--- config.mk ---
export PLATFORM = sky130hd
export DESIGN_NAME = boot_loader
export DESIGN_NICKNAME = d
export VERILOG_FILES = /design/src/rtl/boot_loader.sv
export SDC_FILE = /design/constraint.sdc
export NUM_CORES = 1
export LEC_CHECK = 0
export ABC_CLOCK_PERIOD_IN_PS = 4850
export CAP_MARGIN = 20
export CORE_ASPECT_RATIO = 1.1
export CORE_MARGIN = 3
export CORE_UTILIZATION = 55
export CTS_CLUSTER_DIAMETER = 60
export DETAILED_ROUTE_END_ITERATION = 12
export HOLD_SLACK_MARGIN = 0.02
export PLACE_DENSITY = 0.78
export SETUP_SLACK_MARGIN = 0.4
export SLEW_MARGIN = 40
export SYNTH_ARGS = -nofsm -noshare
export SYNTH_HDL_FRONTEND = slang
export SYNTH_SLANG_ARGS = --single-unit
--- constraint.sdc ---
create_clock -name clk -period 4.85 [get_ports clk]
set_input_delay 0.97 -clock clk [delete_from_list [all_inputs] [get_ports clk]]
set_output_delay 0.97 -clock clk [all_outputs]
set_load 0.02 [all_outputs]
--- src/rtl/boot_loader.sv ---
// UART program loader: receives a length-prefixed little-endian word image,
// writes it into program memory and holds the CPU in reset until it is complete.
module boot_loader #(
  parameter int CLKS_PER_BIT = 434,
  parameter int MEMORY_DEPTH = 256
) (
  input  logic        clk,
  input  logic        reset,
  input  logic        rx_i,
  output logic        prog_we_o,
  output logic [31:0] prog_addr_o,
  output logic [31:0] prog_data_o,
  output logic        cpu_reset_o,
  output logic        load_done_o,
  output logic        load_error_o
);

  localparam int CW = $clog2(CLKS_PER_BIT + 1);
  localparam logic [CW-1:0] HALF_M1 = CW'(CLKS_PER_BIT / 2 - 1);
  localparam logic [CW-1:0] FULL_M1 = CW'(CLKS_PER_BIT - 1);

  typedef enum logic [1:0] {RX_IDLE, RX_START, RX_DATA, RX_STOP} rx_state_t;
  typedef enum logic [2:0] {L_LEN0, L_LEN1, L_DATA, L_DONE, L_ERR} ld_state_t;

  // Handshake: byte_valid is a single-cycle pulse with the received byte on
  // shift_q; there is no back-pressure, the loader must consume it that cycle.

  logic            rx_meta_q, rx_sync_q;
  rx_state_t       rx_state_q, rx_state_d;
  logic [CW-1:0]   clk_cnt_q, clk_cnt_d;
  logic [2:0]      bit_cnt_q, bit_cnt_d;
  logic [7:0]      shift_q, shift_d;
  logic            byte_valid, frame_err;

  ld_state_t       ld_state_q, ld_state_d;
  logic [15:0]     len_q, len_d;
  logic [15:0]     len_in;
  logic [16:0]     word_idx_q, word_idx_d;
  logic [1:0]      byte_idx_q, byte_idx_d;
  logic [31:0]     word_q, word_d;
  logic            prog_we_q, prog_we_d;
  logic [31:0]     prog_addr_q, prog_addr_d;
  logic [31:0]     prog_data_q, prog_data_d;
  logic            cpu_reset_q, cpu_reset_d;
  logic            load_done_q, load_done_d;
  logic            load_error_q, load_error_d;

  always_comb begin
    rx_state_d = rx_state_q;
    clk_cnt_d  = clk_cnt_q;
    bit_cnt_d  = bit_cnt_q;
    shift_d    = shift_q;
    byte_valid = 1'b0;
    frame_err  = 1'b0;
    case (rx_state_q)
      RX_IDLE: begin
        if (!rx_sync_q) begin
          rx_state_d = RX_START;
          clk_cnt_d  = '0;
        end
      end
      RX_START: begin
        if (clk_cnt_q == HALF_M1) begin
          clk_cnt_d  = '0;
          bit_cnt_d  = '0;
          rx_state_d = rx_sync_q ? RX_IDLE : RX_DATA;
        end else begin
          clk_cnt_d = clk_cnt_q + CW'(1);
        end
      end
      RX_DATA: begin
        if (clk_cnt_q == FULL_M1) begin
          clk_cnt_d = '0;
          shift_d   = {rx_sync_q, shift_q[7:1]};
          bit_cnt_d = bit_cnt_q + 3'd1;
          if (bit_cnt_q == 3'd7) rx_state_d = RX_STOP;
        end else begin
          clk_cnt_d = clk_cnt_q + CW'(1);
        end
      end
      RX_STOP: begin
        if (clk_cnt_q == FULL_M1) begin
          clk_cnt_d  = '0;
          rx_state_d = RX_IDLE;
          byte_valid = rx_sync_q;
          frame_err  = !rx_sync_q;
        end else begin
          clk_cnt_d = clk_cnt_q + CW'(1);
        end
      end
      default: rx_state_d = RX_IDLE;
    endcase
  end

  assign len_in = {shift_q, len_q[7:0]};

  always_comb begin
    ld_state_d   = ld_state_q;
    len_d        = len_q;
    word_idx_d   = word_idx_q;
    byte_idx_d   = byte_idx_q;
    word_d       = word_q;
    prog_we_d    = 1'b0;
    prog_addr_d  = prog_addr_q;
    prog_data_d  = prog_data_q;
    cpu_reset_d  = cpu_reset_q;
    load_done_d  = load_done_q;
    load_error_d = load_error_q;
    case (ld_state_q)
      L_LEN0: begin
        if (frame_err) begin
          ld_state_d   = L_ERR;
          load_error_d = 1'b1;
        end else if (byte_valid) begin
          len_d[7:0] = shift_q;
          ld_state_d = L_LEN1;
        end
      end
      L_LEN1: begin
        if (frame_err) begin
          ld_state_d   = L_ERR;
          load_error_d = 1'b1;
        end else if (byte_valid) begin
          len_d = len_in;
          if (len_in == 16'd0) begin
            // Empty image: release straight away.
            ld_state_d  = L_DONE;
            cpu_reset_d = 1'b0;
            load_done_d = 1'b1;
          end else if ({16'd0, len_in} > 32'(MEMORY_DEPTH)) begin
            ld_state_d   = L_ERR;
            load_error_d = 1'b1;
          end else begin
            ld_state_d = L_DATA;
            word_idx_d = '0;
            byte_idx_d = '0;
          end
        end
      end
      L_DATA: begin
        if (frame_err) begin
          ld_state_d   = L_ERR;
          load_error_d = 1'b1;
        end else if (byte_valid) begin
          word_d[{byte_idx_q, 3'b000} +: 8] = shift_q;
          byte_idx_d = byte_idx_q + 2'd1;
          if (byte_idx_q == 2'd3) begin
            prog_we_d   = 1'b1;
            prog_addr_d = {13'd0, word_idx_q, 2'b00};
            prog_data_d = {shift_q, word_q[23:0]};
            word_idx_d  = word_idx_q + 17'd1;
            // Release follows one cycle after this write via L_DONE.
            if (word_idx_q + 17'd1 == {1'b0, len_q}) ld_state_d = L_DONE;
          end
        end
      end
      L_DONE: begin
        cpu_reset_d = 1'b0;
        load_done_d = 1'b1;
      end
      L_ERR: begin
        cpu_reset_d  = 1'b1;
        load_error_d = 1'b1;
      end
      default: ld_state_d = L_ERR;
    endcase
  end

  always_ff @(posedge clk) begin
    if (reset) begin
      rx_meta_q    <= 1'b1;
      rx_sync_q    <= 1'b1;
      rx_state_q   <= RX_IDLE;
      clk_cnt_q    <= '0;
      bit_cnt_q    <= '0;
      shift_q      <= '0;
      ld_state_q   <= L_LEN0;
      len_q        <= '0;
      word_idx_q   <= '0;
      byte_idx_q   <= '0;
      word_q       <= '0;
      prog_we_q    <= 1'b0;
      prog_addr_q  <= '0;
      prog_data_q  <= '0;
      cpu_reset_q  <= 1'b1;
      load_done_q  <= 1'b0;
      load_error_q <= 1'b0;
    end else begin
      rx_meta_q    <= rx_i;
      rx_sync_q    <= rx_meta_q;
      rx_state_q   <= rx_state_d;
      clk_cnt_q    <= clk_cnt_d;
      bit_cnt_q    <= bit_cnt_d;
      shift_q      <= shift_d;
      ld_state_q   <= ld_state_d;
      len_q        <= len_d;
      word_idx_q   <= word_idx_d;
      byte_idx_q   <= byte_idx_d;
      word_q       <= word_d;
      prog_we_q    <= prog_we_d;
      prog_addr_q  <= prog_addr_d;
      prog_data_q  <= prog_data_d;
      cpu_reset_q  <= cpu_reset_d;
      load_done_q  <= load_done_d;
      load_error_q <= load_error_d;
    end
  end

  assign prog_we_o    = prog_we_q;
  assign prog_addr_o  = prog_addr_q;
  assign prog_data_o  = prog_data_q;
  assign cpu_reset_o  = cpu_reset_q;
  assign load_done_o  = load_done_q;
  assign load_error_o = load_error_q;

endmodule

==> results.json <==
{
  "grt-ovfl-total": 0,
  "hold_buffers": 0,
  "hold_path.class": "flip-flop to flip-flop",
  "antenna_found_initial": 0,
  "max_slew_margin_pct": 43.4,
  "slowest_delay_ns": 0.55,
  "cts_resized": 0,
  "crit_start": "clk_cnt_q[1]$_SDFFE_PP0P_",
  "r2r-start": "clk_cnt_q[1]$_SDFFE_PP0P_",
  "pin_count": 71,
  "required_ns": 5.19,
  "drc": 0,
  "seq_area_um2": 2780,
  "area_growth_syn_to_layout_pct": 15.6,
  "antenna_left": 0,
  "cts_made_buffers": 17,
  "start_util_pct": 57.2,
  "drtIter0Drc": 417,
  "status": "finished clean",
  "yosysUniqueCellTypes": 50,
  "cts_buffer_depth": 2,
  "insertion_delay_ns": 0.42,
  "worst_slack_ns": 1.77,
  "syn_area_um2": 6360,
  "critical_path_class": "flip-flop to flip-flop",
  "rr_worst_depth": 9,
  "synth_top_cell_by_area": "dfxtp_1",
  "critPathCapture": "word_idx_q[11]$_SDFFE_PP0P_",
  "place_ws_ns": 1.53,
  "fin_crit_ns": 3.08,
  "dieArea_um2": 12900,
  "routed_wl_mm": 15.6,
  "viasPerCell": 5.78,
  "critPathTopFamily": "simple AND/OR/NAND/NOR gates",
  "skew_ns": 0.00765,
  "root_buffer": "clkbuf_16",
  "finalHoldViolCount": 0,
  "num_rows": 40,
  "syn_area_per_cell_um2": 7.81,
  "max_freq_mhz": 325,
  "synth-edff-count": 0,
  "gp_congestion": 0.902,
  "cts_tree": "yes",
  "rsz0062_at_grt": "false",
  "drive_above_1_share_pct": 5.72,
  "htreeDepth": 4,
  "num-fill-cells": 959,
  "nNetsFinal": 840,
  "max-cap-violations": 0,
  "worst_pin_slew_ns": 0.848,
  "power.leakage_nw": 2.49,
  "seq_area_frac_synth_pct": 43.8,
  "multi_input_area_um2": 3230,
  "critPathMaxFanout": 25,
  "grt_pass1_wl_mm": 25.9,
  "synth-main-ff-cell": "dfxtp_1",
  "port_buffers": 55,
  "top_layer": "met4",
  "mostFrequentLayoutCells": "nand2_1, dfxtp_1, a21oi_1",
  "layout_commonest_cell": "nand2_1",
  "powerDensity_nw_per_um2": 325,
  "wl_met2_mm": 8.19,
  "async_flop_share_pct": 0,
  "dr.pass1.iters": 5,
  "routed-via-count": 5700,
  "r2r_end": "word_idx_q[11]$_SDFFE_PP0P_",
  "setup_tns_ns": 0,
  "critical_path.slowest_cell": "and3_2",
  "start_kind": "flip-flop",
  "diodes": 0,
  "design.core.area_um2": 11100,
  "path_cells": "inv_1, ha_1, nand4bb_4, nor4_4, and3_2, o21ai_2, or2_4, or4_1, a21oi_1",
  "setup_viol": 0,
  "post_cts_buffers": 0,
  "vdd_drop_max_mv": 0.203,
  "syn_inst": 814,
  "clk_pin_slew_ns": 0.06,
  "chipHeight_um": 119,
  "crit_buf_inv": 1,
  "worst-r2r-setup-slack_ns": 1.77,
  "track_usage_pct": 24.8,
  "wl_met1_mm": 6.32,
  "synth_top_area_share_pct": 43.8,
  "ys_seq_elements": 139,
  "detailed_place_hpwl_mm": 10.5,
  "critPathArrivalTime_ns": 3.42,
  "slew_violations": 0,
  "grt_max_degree": 104,
  "clock-sinks": 139,
  "ys_warn_count": 0,
  "period_share_pct": 63.5,
  "synth_area_leaders": "dfxtp_1, a21oi_1, nand2_1",
  "endpoint_kind": "flip-flop",
  "wire_per_inst_um": 15.8,
  "grt_pass1_vias": 5574,
  "wl_met3_um": 731,
  "utilization_pct": 66.1,
  "cp.depth": 9,
  "worstHoldPathCells": 1,
  "die_w_um": 109
}
## cell type report
cell class / count / area share, %
multi-input cells: 601 / 44.0
repair buffers: 58 / 7.82
clock inverters: 14 / 1.48
inverters: 9 / 0.460
flip-flops and latches: 139 / 37.9
well taps: 147 / 2.50
clock buffers: 18 / 5.84
## synth_stat cells, drive strengths merged, types with 3 or more instances
cell and instances:
nand2 164, dfxtp 139, a21oi 126, nor2 59
clkbuf 54, nand3 49, o21ai 27, buf 25
mux2i 18, xnor2 15, or3 13, and3 12
ha 11, inv 9, nor3 9, nor3b 9
nor4 8, a31oi 7, nor2b 7, xor2 7
and2 5, a311oi 4, nand4 4, or2 4
nand3b 3
## registers in the layout, indices dropped and copies added (netlist names), named ones only
signal        count
ld_state_q        3
shift_q           8
prog_addr_o      17
word_idx_q       17
clk_cnt_q         9
prog_data_o      32
rx_sync_q         1
cpu_reset_o       1
byte_idx_q        2
prog_we_o         1
bit_cnt_q         3
load_done_o       1
load_error_o      1
word_q           24
rx_state_q        1
rx_meta_q         1
len_q            16
## cells by family (layout without fill, tap and decap cells)
kind of cell | after synthesis | count (layout) | synth area share (%)
AO/OA/AOI/OAI | 178 | 178 | 15.1
XOR/XNOR | 22 | 22 | 3.03
adder cells (fa/ha/maj) | 11 | 11 | 2.16
buffers and inverters | 88 | 99 | 6.40
flip-flops | 139 | 139 | 43.8
multiplexers | 18 | 18 | 2.83
other | 1 | 15 | 0.0590
AND/OR/NAND/NOR | 357 | 357 | 26.6
## layer usage
layer  up-vias  global-route usage, %
met2       203                   43.7
met1      2678                   28.8
met5         -                      0
met3        43                   5.63
met4         0                   9.39
li1       2776                      -
## how the worst min path moves through the flow
stage                               from                   end  slack (ns)
detailed placement  rx_meta_q$_SDFF_PP1_  rx_sync_q$_SDFF_PP1_        0.40
floorplan           rx_meta_q$_SDFF_PP1_  rx_sync_q$_SDFF_PP1_        0.39
global route        rx_meta_q$_SDFF_PP1_  rx_sync_q$_SDFF_PP1_        0.44
global placement    rx_meta_q$_SDFF_PP1_  rx_sync_q$_SDFF_PP1_        0.39
finish              rx_meta_q$_SDFF_PP1_  rx_sync_q$_SDFF_PP1_        0.42
CTS                 rx_meta_q$_SDFF_PP1_  rx_sync_q$_SDFF_PP1_        0.42
## where the power goes
| part | leakage (nW) | internal (W) | switching (W) | total [W] |
|---|---|---|---|---|
| logic | 1.10 | 0.0000113 | 0.0000419 | 0.0000532 |
| clock network | 0.263 | 0.000663 | 0.000523 | 0.00119 |
| registers | 1.12 | 0.00114 | 0.00000489 | 0.00115 |
| total | 2.49 | 0.00182 | 0.000569 | 0.00239 |
## per-stage QoR
step	power [W]	instance area, um^2	hold WS, ns	instances
floorplan	0.00123	6410	0.389	828
global placement	0.00122	6790	0.395	954
detailed placement	0.00123	6800	0.403	954
CTS	0.00240	7330	0.419	986
global route	0.00246	7350	0.436	986
finish	0.00239	7350	0.416	986
## worst reg2reg max path, stage by stage, from the launching register on
cell       delay (ns)
dfxtp_1          0.34
inv_1            0.10
ha_1             0.20
nand4bb_4        0.12
nor4_4           0.46
and3_2           0.55
o21ai_2          0.32
or2_4            0.35
or4_1            0.42
a21oi_1          0.15
(Power assumes the default switching activity.)
